File: src/rtl/serial_subtractor.sv
// Bit-serial WIDTH-bit subtractor (a - b, LSB first) with start/busy/done.
// Define SERIAL_SUB_OVF_EN to add the signed-overflow output ovf.
module serial_subtractor #(
  parameter int WIDTH = 8
) (
  input  logic             clk,
  input  logic             rst,
  input  logic             start,
  input  logic [WIDTH-1:0] a,
  input  logic [WIDTH-1:0] b,
  output logic             busy,
  output logic             done,
  output logic [WIDTH-1:0] diff,
`ifdef SERIAL_SUB_OVF_EN
  output logic             ovf,
`endif
  output logic             borr_out
);

  localparam int CW = $clog2(WIDTH);

  typedef enum logic {
    IDLE,
    SHIFT
  } state_e;

  state_e           state_q, state_d;
  logic [WIDTH-1:0] ra_q, ra_d;
  logic [WIDTH-1:0] rb_q, rb_d;
  logic [WIDTH-2:0] rd_q, rd_d;
  logic [WIDTH-1:0] diff_q, diff_d;
  logic [CW-1:0]    cnt_q, cnt_d;
  logic             bq_q, bq_d;
  logic             borr_q, borr_d;
  logic             done_q, done_d;

  logic             ai, bi, d1, b1, b2, dbit;
  logic [WIDTH-1:0] rd_full;
  logic             last;

`ifdef SERIAL_SUB_OVF_EN
  logic ovf_q, ovf_d;
`endif

  // Two chained half-subtractors form the per-bit full-subtract cell.
  assign ai      = ra_q[0];
  assign bi      = rb_q[0];
  assign d1      = ai ^ bi;
  assign b1      = ~ai & bi;
  assign dbit    = d1 ^ bq_q;
  assign b2      = ~d1 & bq_q;
  assign rd_full = {dbit, rd_q};
  assign last    = (cnt_q == CW'(WIDTH - 1));

  always_comb begin
    state_d = state_q;
    ra_d    = ra_q;
    rb_d    = rb_q;
    rd_d    = rd_q;
    diff_d  = diff_q;
    cnt_d   = cnt_q;
    bq_d    = bq_q;
    borr_d  = borr_q;
    done_d  = 1'b0;
`ifdef SERIAL_SUB_OVF_EN
    ovf_d   = ovf_q;
`endif
    unique case (state_q)
      IDLE: begin
        if (start) begin
          ra_d    = a;
          rb_d    = b;
          bq_d    = 1'b0;
          cnt_d   = '0;
          state_d = SHIFT;
        end
      end
      SHIFT: begin
        bq_d  = b1 | b2;
        rd_d  = rd_full[WIDTH-1:1];
        ra_d  = ra_q >> 1;
        rb_d  = rb_q >> 1;
        cnt_d = cnt_q + CW'(1);
        if (last) begin
          diff_d  = rd_full;
          borr_d  = b1 | b2;
          done_d  = 1'b1;
          cnt_d   = '0;
          state_d = IDLE;
`ifdef SERIAL_SUB_OVF_EN
          // On the last bit ai/bi are the operand MSBs.
          ovf_d   = (ai != bi) && (dbit != ai);
`endif
        end
      end
      default: state_d = IDLE;
    endcase
  end

  always_ff @(posedge clk or posedge rst) begin
    if (rst) begin
      state_q <= IDLE;
      ra_q    <= '0;
      rb_q    <= '0;
      rd_q    <= '0;
      diff_q  <= '0;
      cnt_q   <= '0;
      bq_q    <= 1'b0;
      borr_q  <= 1'b0;
      done_q  <= 1'b0;
    end else begin
      state_q <= state_d;
      ra_q    <= ra_d;
      rb_q    <= rb_d;
      rd_q    <= rd_d;
      diff_q  <= diff_d;
      cnt_q   <= cnt_d;
      bq_q    <= bq_d;
      borr_q  <= borr_d;
      done_q  <= done_d;
    end
  end

`ifdef SERIAL_SUB_OVF_EN
  always_ff @(posedge clk or posedge rst) begin
    if (rst) ovf_q <= 1'b0;
    else     ovf_q <= ovf_d;
  end

  assign ovf = ovf_q;
`endif

  assign busy     = (state_q == SHIFT);
  assign done     = done_q;
  assign diff     = diff_q;
  assign borr_out = borr_q;

endmodule

File: config.mk
export PLATFORM = sky130hd
export DESIGN_NAME = serial_subtractor
export DESIGN_NICKNAME = d
export VERILOG_FILES = /design/src/rtl/serial_subtractor.sv
export SDC_FILE = /design/constraint.sdc
export NUM_CORES = 1
export LEC_CHECK = 0
export CAP_MARGIN = 5
export CORE_MARGIN = 2
export CORE_UTILIZATION = 46
export CTS_CLUSTER_SIZE = 30
export DETAILED_ROUTE_END_ITERATION = 6
export GPL_TIMING_DRIVEN = 1
export PLACE_DENSITY = 0.77
export SYNTH_ARGS = -nofsm -noshare
export SYNTH_HDL_FRONTEND = slang
export SYNTH_SLANG_ARGS = --single-unit
File: constraint.sdc
create_clock -name clk -period 1.5 [get_ports clk]
set_clock_uncertainty 0.2 [all_clocks]
set_input_delay 0.3 -clock clk [delete_from_list [all_inputs] [get_ports clk]]
set_output_delay 0.3 -clock clk [all_outputs]
set_load 0.03 [all_outputs]
==> flow_summary.ini <==
[outcome]
status = finished, violations left
violations = negative setup slack

[detailed_routing]
ant_nets = 0
viasPerCell = 5.122
num_vias = 1132
dr.pass1.iters = 4
drtIter0Drc = 72
drt-total-wl_mm = 3.604
avgRoutedWirePerCell_um = 16.31
drc = 0

[synth]
ys_warn_count = 0
syn_area_per_cell_sq_um = 12.63
syn_area_sq_mm = 0.001629
synth_nets = 151
synthTopCellsByArea = dfrtp_1 (58%), mux2i_1 (10%), mux2_2 (10%), o21ai_0 (4.0%), nand2_1 (3.7%)
synth_top_area_share_pct = 58.37
ys_ff_latch = 38
ys_types = 20
ys_seq_area_share_pct = 58.37
yosysTopAreaCell = dfrtp_1
synth_cells = 129

[worst_setup_path]
worstPathRequired_ps = 1550
crit_path_cell_trace = inv_2 -> fa_1 -> mux2_4
path_delay_family = adder cells
worstSetupPathType = flop to flop
arrival_ps = 1660
cp-end-kind = flop
cp_slowest_cell = fa_1
critical-path-max-stage-delay_ps = 470
cp-start-kind = flop
path_max_fanout = 2
crit_buf_inv = 1

[clock_network]
cts-root-buf = clkbuf_4
cts.clk_slew.worst_paths_ps = 110
cts.sinks = 38
cts.htree.levels = 2
clk_latency_ps = 360
cts_buffer_depth = 2
cts_buffers = 5
cts_tree = built

[sta]
drv_slew = 0
fin_crit_sh_pct = 107.4
tightest_slew_ps = 182.8
clock.fmax_mhz = 620.7
rsz0062_at_grt = true
worst_slack_ps = -111.0
period_needed_ps = 1611
setup_viol = 10
hold_violations = 0
slew_headroom_pct = 87.46

[job]
cap_viol_max_count = 0

[floorplanning]
io_pins = 30
initial_core_util_pct = 48.44
die_w_um = 63.51
dieArea_sq_mm = 0.004034
die_h_um = 63.51
placementRows = 21
core_sq_mm = 0.003363

[power_and_ir_drop]
p_per_area_mw_per_mm2 = 2118
leakagePower_nw = 1.092
ir_drop_uv = 980.0

[layout]
finish.net_count = 197
diodes = 0
instances_no_fill = 221
layout-drive-gt1-share_pct = 30.86
area_growth_pct = 37.56
final_core_util_pct = 66.63
fill_cells = 270
register_area_sq_um = 952.2
multi_input_area_sq_um = 681.9

[global_route]
grt_max_degree = 39
grt_pass1_wl_mm = 5.796
gr-usage-all-layers_pct = 19.48
grt_overflow_total = 0
antenna_found_initial = 0
grt_pass1_vias = 1211

[hold_path]
hold_path_class = input port to async pin

[placed_design]
placed_cells = 204
io_buffers = 29
globalplace.congestion = 0.7047
dp.final_hpwl_mm = 2.010
final cells by class:
class	count	share of cell area, %
multi-input combinational	80	30.43
sequential	38	42.49
tap	46	2.568
inverter	5	0.8375
clock buffer	7	2.010
timing repair buffer	45	21.66
flip-flops by register name, summed over array words and instances, names as in the netlist:
name      flops
diff          8
borr_out      1
cnt_q         3
done          1
rb_q          8
busy          1
rd_q          7
ra_q          8
bq_q          1
worst reg2reg max path: stages, from the launching register on:
cell     delay [ps]
dfrtp_1         420
inv_2           110
fa_1            480
mux2_4          290
layout by cell type (no fill, tap or decap):
cell type,n
a21oi_1,1
buf_2,1
nand2b_1,3
buf_16,1
nand2_4,1
nor2_1,3
inv_2,1
nand2_1,16
clkdlybuf4s50_1,18
o31ai_4,1
buf_4,18
nand2_8,1
clkbuf_4,5
bufbuf_16,1
mux2_4,9
inv_1,4
ha_4,1
fa_1,1
o21ai_1,3
a21o_1,1
clkbuf_1,2
o21ai_0,13
a31oi_1,1
mux2i_1,17
nor3b_1,1
ha_2,1
dfrtp_2,1
buf_12,3
buf_8,3
dfrtp_1,37
mux2_2,6
repair_timing:
action	in CTS	in global routing
buffers inserted	6	1
endpoints found under the setup margin	11	23
cloned	3	0
hold buffers	0	0
gates resized for setup	17	9
pin swaps	3	4
metal layers:
| layer | GRT usage, % | vias up | share of wire [%] |
|---|---|---|---|
| met3 | 5.536 | 11 | 4.2 |
| met1 | 24.08 | 552 | 41 |
| met2 | 31.32 | 29 | 52 |
| met5 | 0 | - | 0 |
| li1 | - | 540 | - |
| met4 | 9.511 | 0 | 3.3 |
cell usage after synthesis, drive strengths merged:
cell    number
dfrtp       38
mux2i       17
nand2       17
o21ai       16
mux2        15
buf          6
inv          5
nand2b       3
nor2         3
ha           2
a21o         1
a21oi        1
a31oi        1
clkbuf       1
fa           1
nor3b        1
o31ai        1
final timing paths:
check | startpoint | endpoint | slack [ps] | cells past startpoint
hold reg to reg | ra_q[6]$_DFFE_PP0P_ | ra_q[5]$_DFFE_PP0P_ | 300 | 2
min in group clk | ra_q[6]$_DFFE_PP0P_ | ra_q[5]$_DFFE_PP0P_ | 300 | 2
setup reg to reg | bq_q$_DFFE_PP0P_ | diff[7]$_DFFE_PP0P_ | -110 | 3
setup / recovery | bq_q$_DFFE_PP0P_ | diff[7]$_DFFE_PP0P_ | -110 | 3
max in group asynchronous | rst | busy$_DFF_PP0_ | 820 | 3
hold / removal | rst | bq_q$_DFFE_PP0P_ | 80 | 3
report_power, final:
part / leakage (nW) / internal (mW) / switching, mW
sequential: 0.477 / 1.48 / 0.304
clock: 0.0254 / 0.177 / 0.324
combinational: 0.589 / 1.32 / 1.14
metrics by stage:
stage               power, mW  cell area [sq um]  TNS [ps]  worst slack [ps]  hold slack, ps
floorplan               2.966               1644         0             2.909           252.3
global placement        3.419               1997     -1357            -94.40           258.8
detailed placement      3.545               1997     -2247            -165.6           278.7
CTS                     4.569               2221    -70.06            -51.39           102.9
global route            5.004               2241    -576.6            -124.7           103.4
finish                  4.747               2241    -305.7            -111.0           76.10
logic make-up (layout without fill, tap and decap cells):
logic type	Yosys count	in the layout	share of synthesized area (%)
compound gates	20	20	6.528
buf+inv	12	57	4.838
simple gates	24	25	6.682
mux	32	32	20.81
flops	38	38	58.37
fa+ha+maj	3	3	2.765
(Power assumes the default switching activity.)
